### src/rtl/bcd_scan_display.sv
// bcd_scan_display: synchronizes a 4-digit BCD counter chain and its carry/borrow
// pulses, snapshots a coherent frame value and drives a multiplexed, active-low
// 7-segment display with optional leading-zero blanking and sticky OVF/UNF flags.
module bcd_scan_display #(
  parameter int SCAN_DIV = 4
) (
  input  logic        CLK,
  input  logic        RST_N,
  input  logic [15:0] QIN,
  input  logic        TCU,
  input  logic        TCD,
  input  logic        BLANK_EN,
  input  logic        CLR_FLAG,
  output logic [6:0]  SEG,
  output logic [3:0]  AN,
  output logic        DP,
  output logic        OVF,
  output logic        UNF
);

  localparam int PW = $clog2(SCAN_DIV);
  localparam logic [PW-1:0] PRE_MAX = PW'(SCAN_DIV - 1);

  logic [15:0]   qin_s1_reg, qin_s2_reg;
  logic          tcu_s1_reg, tcu_s2_reg, tcu_prev_reg;
  logic          tcd_s1_reg, tcd_s2_reg, tcd_prev_reg;
  logic          ovf_reg, unf_reg, ovf_next, unf_next;
  logic [PW-1:0] pre_reg;
  logic [1:0]    idx_reg;
  logic [15:0]   snap_reg;
  logic [6:0]    seg_reg, seg_next;
  logic [3:0]    an_reg, an_next;
  logic          dp_reg, dp_next;
  logic          tcu_fall, tcd_fall, pre_wrap;
  logic [3:0]    digit_zero, blank_mask;
  logic [3:0]    cur_digit;

  // Active-low {g,f,e,d,c,b,a}; codes 10..15 show a dash.
  function automatic logic [6:0] seg_decode(input logic [3:0] d);
    case (d)
      4'd0:    seg_decode = 7'h40;
      4'd1:    seg_decode = 7'h79;
      4'd2:    seg_decode = 7'h24;
      4'd3:    seg_decode = 7'h30;
      4'd4:    seg_decode = 7'h19;
      4'd5:    seg_decode = 7'h12;
      4'd6:    seg_decode = 7'h02;
      4'd7:    seg_decode = 7'h78;
      4'd8:    seg_decode = 7'h00;
      4'd9:    seg_decode = 7'h10;
      default: seg_decode = 7'h3F;
    endcase
  endfunction

  // Two-flop synchronizers plus edge history; pulse lines idle high.
  always_ff @(posedge CLK or negedge RST_N) begin
    if (!RST_N) begin
      qin_s1_reg   <= '0;
      qin_s2_reg   <= '0;
      tcu_s1_reg   <= 1'b1;
      tcu_s2_reg   <= 1'b1;
      tcu_prev_reg <= 1'b1;
      tcd_s1_reg   <= 1'b1;
      tcd_s2_reg   <= 1'b1;
      tcd_prev_reg <= 1'b1;
    end else begin
      qin_s1_reg   <= QIN;
      qin_s2_reg   <= qin_s1_reg;
      tcu_s1_reg   <= TCU;
      tcu_s2_reg   <= tcu_s1_reg;
      tcu_prev_reg <= tcu_s2_reg;
      tcd_s1_reg   <= TCD;
      tcd_s2_reg   <= tcd_s1_reg;
      tcd_prev_reg <= tcd_s2_reg;
    end
  end

  assign tcu_fall = tcu_prev_reg & ~tcu_s2_reg;
  assign tcd_fall = tcd_prev_reg & ~tcd_s2_reg;
  assign pre_wrap = (pre_reg == PRE_MAX);

  // Sticky flags: a set wins over a simultaneous clear.
  always_comb begin
    ovf_next = ovf_reg;
    unf_next = unf_reg;
    if (CLR_FLAG) begin
      ovf_next = 1'b0;
      unf_next = 1'b0;
    end
    if (tcu_fall) ovf_next = 1'b1;
    if (tcd_fall) unf_next = 1'b1;
  end

  // Flag registers.
  always_ff @(posedge CLK or negedge RST_N) begin
    if (!RST_N) begin
      ovf_reg <= 1'b0;
      unf_reg <= 1'b0;
    end else begin
      ovf_reg <= ovf_next;
      unf_reg <= unf_next;
    end
  end

  // Prescaler, digit index and end-of-frame snapshot of the synchronized value.
  always_ff @(posedge CLK or negedge RST_N) begin
    if (!RST_N) begin
      pre_reg  <= '0;
      idx_reg  <= '0;
      snap_reg <= '0;
    end else begin
      if (pre_wrap) begin
        pre_reg <= '0;
        idx_reg <= idx_reg + 2'd1;
        if (idx_reg == 2'd3) snap_reg <= qin_s2_reg;
      end else begin
        pre_reg <= pre_reg + 1'b1;
      end
    end
  end

  // A digit is blanked when it and every higher digit are zero; digit 0 never is.
  always_comb begin
    for (int i = 0; i < 4; i++) digit_zero[i] = (snap_reg[4*i +: 4] == 4'd0);
    blank_mask[3] = BLANK_EN & digit_zero[3];
    blank_mask[2] = BLANK_EN & digit_zero[3] & digit_zero[2];
    blank_mask[1] = BLANK_EN & digit_zero[3] & digit_zero[2] & digit_zero[1];
    blank_mask[0] = 1'b0;
  end

  // Display drive for the current slot; prescaler 0 is a dark gap against ghosting.
  always_comb begin
    seg_next  = 7'h7F;
    an_next   = 4'hF;
    dp_next   = 1'b1;
    cur_digit = snap_reg[{idx_reg, 2'b00} +: 4];
    if (pre_reg != '0) begin
      an_next  = ~(4'b0001 << idx_reg);
      seg_next = blank_mask[idx_reg] ? 7'h7F : seg_decode(cur_digit);
      dp_next  = ~((idx_reg == 2'd3) & (ovf_reg | unf_reg));
    end
  end

  // Registered display outputs, one cycle behind the scan state.
  always_ff @(posedge CLK or negedge RST_N) begin
    if (!RST_N) begin
      seg_reg <= 7'h7F;
      an_reg  <= 4'hF;
      dp_reg  <= 1'b1;
    end else begin
      seg_reg <= seg_next;
      an_reg  <= an_next;
      dp_reg  <= dp_next;
    end
  end

  assign SEG = seg_reg;
  assign AN  = an_reg;
  assign DP  = dp_reg;
  assign OVF = ovf_reg;
  assign UNF = unf_reg;

endmodule

### config.mk
export PLATFORM = sky130hd
export DESIGN_NAME = bcd_scan_display
export DESIGN_NICKNAME = d
export VERILOG_FILES = /design/src/rtl/bcd_scan_display.sv
export SDC_FILE = /design/constraint.sdc
export NUM_CORES = 1
export LEC_CHECK = 0
export BUFFER_PORTS_ARGS = -buffer_cell sky130_fd_sc_hd__buf_2
export CORE_UTILIZATION = 55
export CTS_BUF_LIST = sky130_fd_sc_hd__clkbuf_4 sky130_fd_sc_hd__clkbuf_8 sky130_fd_sc_hd__clkbuf_16
export DETAILED_ROUTE_END_ITERATION = 8
export GPL_TIMING_DRIVEN = 0
export PLACE_DENSITY_LB_ADDON = 0.15
export SYNTH_ARGS = -nofsm -noshare
export SYNTH_HDL_FRONTEND = slang
export SYNTH_SLANG_ARGS = --single-unit
### constraint.sdc
create_clock -name CLK -period 5 [get_ports CLK]
set_input_delay 0.75 -clock CLK [delete_from_list [all_inputs] [get_ports CLK]]
set_output_delay 0.75 -clock CLK [all_outputs]
set_load 0.01 [all_outputs]
==> results by group, run 1 <==
Floorplanning
  • Io pins: 36
  • Core area: 4410 sq um
  • Die Y: about 70 um
  • Die X-Extent: 70.3 um
  • Die area: 4950 sq um
  • Site row count: 24
  • Initial Util: 0.582

Clocking
  • Worst-case clock buffer depth: 2
  • CTS tree: yes
  • Clk sinks: between 70 and 80
  • Clk Tree Root Cell: clkbuf_8
  • H-Tree Depth: 3
  • CTS Buf Count: 9
  • PostCTS Resize Cnt: 0
  • Clk pin slew, worst setup/hold paths: 0.08 ns
  • Post-CTS setup buffer count: 0
  • Cts hold-fix bufs: 0
  • Worst skew pair latency: 0.34 ns

Setup path
  • CP startpoint: idx_reg[0]$_DFFE_PN0P_
  • Worst Path Max Fanout: 8
  • Slack of the worst reg-to-reg path: 2.92 ns
  • CP required: 5.27 ns
  • Launching point of the worst reg2reg path: idx_reg[0]$_DFFE_PN0P_
  • CP arrival: between 2 and 2.5 ns
  • CP endpoint kind: register
  • Kind of critical path: register to register
  • Crit path launch type: register

Detailed routing
  • Vias per Instance: 5.13
  • Total number of vias: 1355
  • Average wire per standard cell: 14.1 um
  • Detailed Routing Iterations Pass 1: 4
  • Remaining antenna violation count after routing: 0
  • Drt initial violations: 37
  • Total Routed Length: 3730 um
  • Drc violations: 0

Hold path
  • Worst Hold Launch: qin_s1_reg[11]$_DFF_PN0_
  • Worst hold path class: register to register

Outcome
  • Outcome: finished clean

Placed design
  • Pre-CTS setup slack: between 2 and 3 ns
  • IO buf count: 35
  • Post-DP HPWL: 2600 um
  • Placer Congestion: 0.832
  • # placed instances: 248

Timing
  • Final hold slack: between 0.3 and 0.4 ns
  • PnR worst setup slack: 2.92 ns
  • Final Skew: 0.00694 ns
  • RSZ-0062 raised after global routing: false
  • Fin crit period: slightly above 2 ns
  • Fmax: around 0.48 GHz
  • Max-slew violations: 0
  • Final Hold Fails: 0
  • Tcrit/Tclk final: 0.416
  • TNS Setup: 0 ns
  • Worst slew pin tran: 0.793 ns
  • Relative slew slack: 0.471
  • Final setup vio count: 0

Pwr
  • Internal power: approximately 900 uW
  • Sw Share: 0.207
  • Cell Pwr Density: 382 nW/um^2
  • Share of power burned in registers: 0.531
  • Combinational share of power: 0.043
  • Clk network pwr share: 0.426
  • Switching power: about 240 uW
  • Maximum VDD drop: 0.256 mV
  • LEAKAGE: 0.00139 uW
  • Tot Pwr: 1170 uW

Yosys
  • Syn_nets: 193
  • Share of the synthesized area in the top cell type: 0.526
  • Sequential-to-total area share from yosys stat: 0.710
  • Cells after Synth: 160
  • Post-synth cell types: 28
  • Area of the mapped netlist: 2570 sq um
  • Yosys warning count: 0
  • Syn Area/Cell: 16.1 sq um
  • Synth area leader: dfrtp_1
  • #FFs+latches synth: 72
  • Top post-synthesis cells by area: dfrtp_1 53%, dfstp_2 18%, mux2_2 7.0%, ha_1 5.4%, mux4_2 2.6%

Global route
  • Pin count of the biggest net entering global routing: 38
  • Initial antenna violation count: 0
  • Grt ovf: 0
  • Total track usage: 0.183
  • Vias in the first global route: 1413
  • First-pass GRT wire length: roughly 6600 um

Cells and area
  • Ratio of cells with drive above 1 in the final layout: 0.434
  • Post-route insts no fill: between 200 and 300
  • Fill count: 297
  • N_diodes: 0
  • Nets@finish: 240
  • Area Growth Syn to Fin: 18.7%

Run
  • Max Cap Viol: 0
[power by group through the flow]
| stage | Sequential (uW) | Clock [uW] | Combinational (uW) |
|---|---|---|---|
| floorplan | 626 | 0 | 23.5 |
| global placement | 628 | 0 | 45.7 |
| detailed placement | 630 | 0 | 50.9 |
| CTS | 619 | 508 | 51.0 |
| global route | 621 | 539 | 57.1 |
| finish | 619 | 496 | 49.6 |
[placed cells by master (no fill, tap or decap), types with 2 or more instances in the layout]
cell type  synthesis  layout
a21o_1             3       3
a21oi_1            2       2
buf_2              0      35
buf_6              2       2
bufinv_16          0       2
clkbuf_1           2       2
clkbuf_8           0      10
clkinv_2           0       3
dfrtp_1           54      54
dfstp_2           18      18
ha_1              11      11
inv_1             13      13
mux2_2            16      16
mux2i_1            2       2
mux4_2             3       3
nand2_1            3       3
nand2b_1           4       4
nor2_1             3       3
nor4_1             3       3
o21ai_0            5       5
o21bai_1           4       4
o22ai_1            2       2
[routing by layer]
metal	track usage	vias to the layer above	part of all wire
li1	-	632	-
met1	0.217	676	0.40
met2	0.291	43	0.53
met3	0.0779	4	0.050
met4	0.0800	0	0.014
met5	0	-	0
[stage by stage]
stage           util  area [sq um]
5_1_grt        0.691          3050
3_3_place_gp   0.636          2810
2_1_floorplan      -          2570
3_5_place_dp   0.641          2830
4_1_cts        0.691          3050
6_report       0.691          3050
[worst max-delay path, stage by stage, from the launching register on]
cell	delay [ns]
dfrtp_1	0.41
buf_6	0.17
mux4_1	0.64
inv_1	0.15
ha_1	0.16
inv_1	0.05
mux2i_1	0.13
mux2i_1	0.08
or2_1	0.21
[synth_stat cells]
library cell	n
o21ai_0	5
mux4_1	1
mux2i_1	2
o22ai_1	2
and2_1	1
nand2b_1	4
dfstp_2	18
a21o_1	3
nor4_1	3
nor2b_1	1
inv_1	13
a211oi_2	1
mux4_2	3
xor2_1	1
or2_1	1
o21bai_1	4
and3_1	1
nand3_1	1
mux2_2	16
buf_6	2
ha_1	11
a21oi_1	2
nor2_1	3
clkbuf_1	2
nand2_1	3
a41oi_1	1
nor3b_1	1
dfrtp_1	54
[final cells by class]
type                            count  area (sq um)  area share
Buffer                              4          30.0     0.00985
Clock buffer                       10           138      0.0451
Clock inverter                      6          82.6      0.0271
Inverter                           13          48.8      0.0160
Multi-Input combinational cell     71           666       0.218
Sequential cell                    72          1820       0.598
Tap cell                           52          65.1      0.0213
Timing Repair Buffer               36           195      0.0640
[worst paths after layout]
check	end	cells past startpoint
setup / recovery	SEG[4]$_DFF_PN1_	8
hold / removal	qin_s2_reg[11]$_DFF_PN0_	0
setup reg to reg	SEG[4]$_DFF_PN1_	8
hold reg to reg	qin_s2_reg[11]$_DFF_PN0_	0
max in group asynchronous	qin_s1_reg[6]$_DFF_PN0_	2
min in group asynchronous	idx_reg[1]$_DFFE_PN0P_	1
[cell families (layout without fill, tap and decap cells)]
family | after synthesis | count (layout) | synth area share
simple gates | 19 | 19 | 0.0404
buf+inv | 17 | 69 | 0.0307
fa+ha+maj | 11 | 11 | 0.0536
compound gates | 18 | 18 | 0.0472
mux | 22 | 22 | 0.114
flops | 72 | 72 | 0.710
xor+xnor | 1 | 1 | 0.00341
No activity file was read; power rests on OpenSTA's default activity.
==> run 2: changes to the inputs <==
Settings changed: CORE_UTILIZATION 55 to 50.
Clock period 5 ns to 1.9 ns, I/O delays scaled along.
==> run 2 against run 1 <==
  * Wire length down 0.19%
  * Cell count up 7.6%
  * Sequential cell count unchanged
  * Largest power group unchanged
==> results by group, run 2 (synthesized netlist as in run 1, its figures left out) <==
Outcome
  • Outcome: finished clean

Setup path
  • CP endpoint kind: register
  • Kind of critical path: register to register
  • CP required: 2.16 ns (-3.11 ns)
  • Crit path launch type: register
  • Worst Path Max Fanout: 7 (-1)
  • CP arrival: 2.13 ns (-0.22 ns)

Cells and area
  • Area Growth Syn to Fin: 21.3%
  • Most frequent cells in the layout: 54 x dfrtp_1, 34 x buf_2, 18 x dfstp_2
  • Nets@finish: 245 (+2.1%)
  • Ratio of cells with drive above 1 in the final layout: 0.493 (+0.0591)
  • Commonest non-fill, non-tap cell in the layout: dfrtp_1
  • Post-route insts no fill: 284 (+7.6%)
  • N_diodes: 0 (unchanged)

Placed design
  • Post-DP HPWL: 2440 um (-6.2%)
  • Placer Congestion: 0.786 (-5.5%)
  • IO buf count: 35 (unchanged)
  • # placed instances: 262 (+5.6%)

Detailed routing
  • Drc violations: 0 (unchanged)
  • Total number of vias: 1371 (+1.2%)
  • Detailed Routing Iterations Pass 1: 4 (unchanged)
  • Remaining antenna violation count after routing: 0 (unchanged)
  • Vias per Instance: 4.83 (-5.9%)
  • Average wire per standard cell: 13.1 um (-7.2%)
  • Drt initial violations: 54 (+46%)
  • Total Routed Length: 3720 um (-0.19%)

Timing
  • RSZ-0062 raised after global routing: true
  • Max-slew violations: 0 (unchanged)
  • TNS Setup: 0 ns (unchanged)
  • Relative slew slack: 0.441 (-0.0308)
  • Fmax: 0.534 GHz (+11%)
  • Worst slew pin tran: 0.839 ns (+0.0463 ns)
  • Final Hold Fails: 0 (unchanged)
  • Tcrit/Tclk final: 0.985 (+0.569)
  • Final setup vio count: 0 (unchanged)
  • Final Skew: 0.00762 ns (+0.000674 ns)
  • Fin crit period: 1.87 ns (-0.208 ns)

Clocking
  • Clk sinks: 72 (unchanged)
  • Clk pin slew, worst setup/hold paths: 0.07 ns (about the same)
  • H-Tree Depth: 3 (unchanged)
  • Worst skew pair latency: 0.34 ns (about the same)
  • CTS Buf Count: 9 (unchanged)
  • Clk Tree Root Cell: clkbuf_8
  • Cts hold-fix bufs: 0 (unchanged)
  • CTS tree: yes
  • Worst-case clock buffer depth: 2 (unchanged)

Floorplanning
  • Site row count: 25 (+4.2%)
  • Die area: 5430 sq um (+9.7%)
  • Die Y: 73.7 um (+4.7%)
  • Core area: 4820 sq um (+9.1%)
  • Die X-Extent: 73.7 um (+4.7%)
  • Initial Util: 0.533 (-0.0487)
  • Io pins: 36 (unchanged)

Hold path
  • Worst hold path class: input pin to register

Run
  • Max Cap Viol: 0 (unchanged)

Pwr
  • LEAKAGE: 0.00140 uW (+0.70%)
  • Tot Pwr: 2960 uW (+150%)
  • Cell Pwr Density: 949 nW/um^2 (+150%)
  • Maximum VDD drop: 0.727 mV (+180%)

Global route
  • Busiest grt layer: met2
  • Pin count of the biggest net entering global routing: 73 (+92%)
  • Total track usage: 0.156 (-0.0273)
  • GRT met3 Usage: 0.0494 (-0.0285)
  • First-pass GRT wire length: 6000 um (-8.5%)
  • Met2 GRT Util: 0.233 (-0.0576)
  • Initial antenna violation count: 0 (unchanged)
  • Met1 usage: 0.195 (-0.0217)
  • Vias in the first global route: 1335 (-5.5%)
  • Grt ovf: 0 (unchanged)
## run 2: path summary, 6_finish.rpt
| check | start | to | slack [ns] | depth (start not counted) |
|---|---|---|---|---|
| worst max register to register | idx_reg[0]$_DFFE_PN0P_ | SEG[4]$_DFF_PN1_ | 0.03 | 8 |
| max in group asynchronous | RST_N | qin_s2_reg[0]$_DFF_PN0_ | 1.31 | 1 |
| worst min register to register | qin_s1_reg[10]$_DFF_PN0_ | qin_s2_reg[10]$_DFF_PN0_ | 0.34 | 0 |
| min in group asynchronous | RST_N | pre_reg[0]$_DFF_PN0_ | 0.06 | 1 |
| worst min-delay path | TCU | tcu_s1_reg$_DFF_PN1_ | 0.04 | 1 |
| worst max-delay path | idx_reg[0]$_DFFE_PN0P_ | SEG[4]$_DFF_PN1_ | 0.03 | 8 |
## run 2: report_power, final
part	total [uW]	switching (uW)	internal, uW
Combinational	138	74.8	63.0
Clock	1190	574	616
Sequential	1630	25.7	1600
Total	2960	675	2280
## run 2: cell type report
type	instances	area, sq um
Fill cell	370	1700
Clock buffer	9	124
Tap cell	67	83.8
Sequential cell	72	1820
Buffer	3	27.5
Clock inverter	7	80.1
Inverter	13	53.8
Multi-Input combinational cell	71	692
Timing Repair Buffer	42	230
## run 2: stage by stage
step | worst slack [ns] | utilization | hold slack (ns) | area [sq um]
after floorplan | 0.0260 | - | -0.0106 | 2570
after global placement | -0.0830 | 0.587 | 0.331 | 2830
after detailed placement | -0.145 | 0.588 | 0.335 | 2830
after CTS | 0.0185 | 0.633 | 0.0293 | 3050
after global routing | -0.0264 | 0.647 | 0.0204 | 3120
final | 0.0289 | 0.647 | 0.0439 | 3120
## run 2: worst max-delay path, cell delays in order (launching register included)
cell and delay (ns):
dfrtp_1 0.37, buf_6 0.14, mux4_2 0.57, inv_4 0.12
ha_4 0.13, inv_2 0.03, mux2i_1 0.12, mux2i_1 0.09
or2_1 0.23
## run 2: per-layer routing
metal / wire, um / up-vias
met5: 0 / -
met4: 63 / 0
met3: 169 / 6
met2: 1800 / 47
met1: 1690 / 676
li1: - / 642
## run 2: timing repair
| action | CTS | global route |
|---|---|---|
| setup endpoints to repair | 14 | 6 |
| pin swaps | 0 | 4 |
| setup buffers | 3 | 4 |
| gates resized for setup | 4 | 11 |
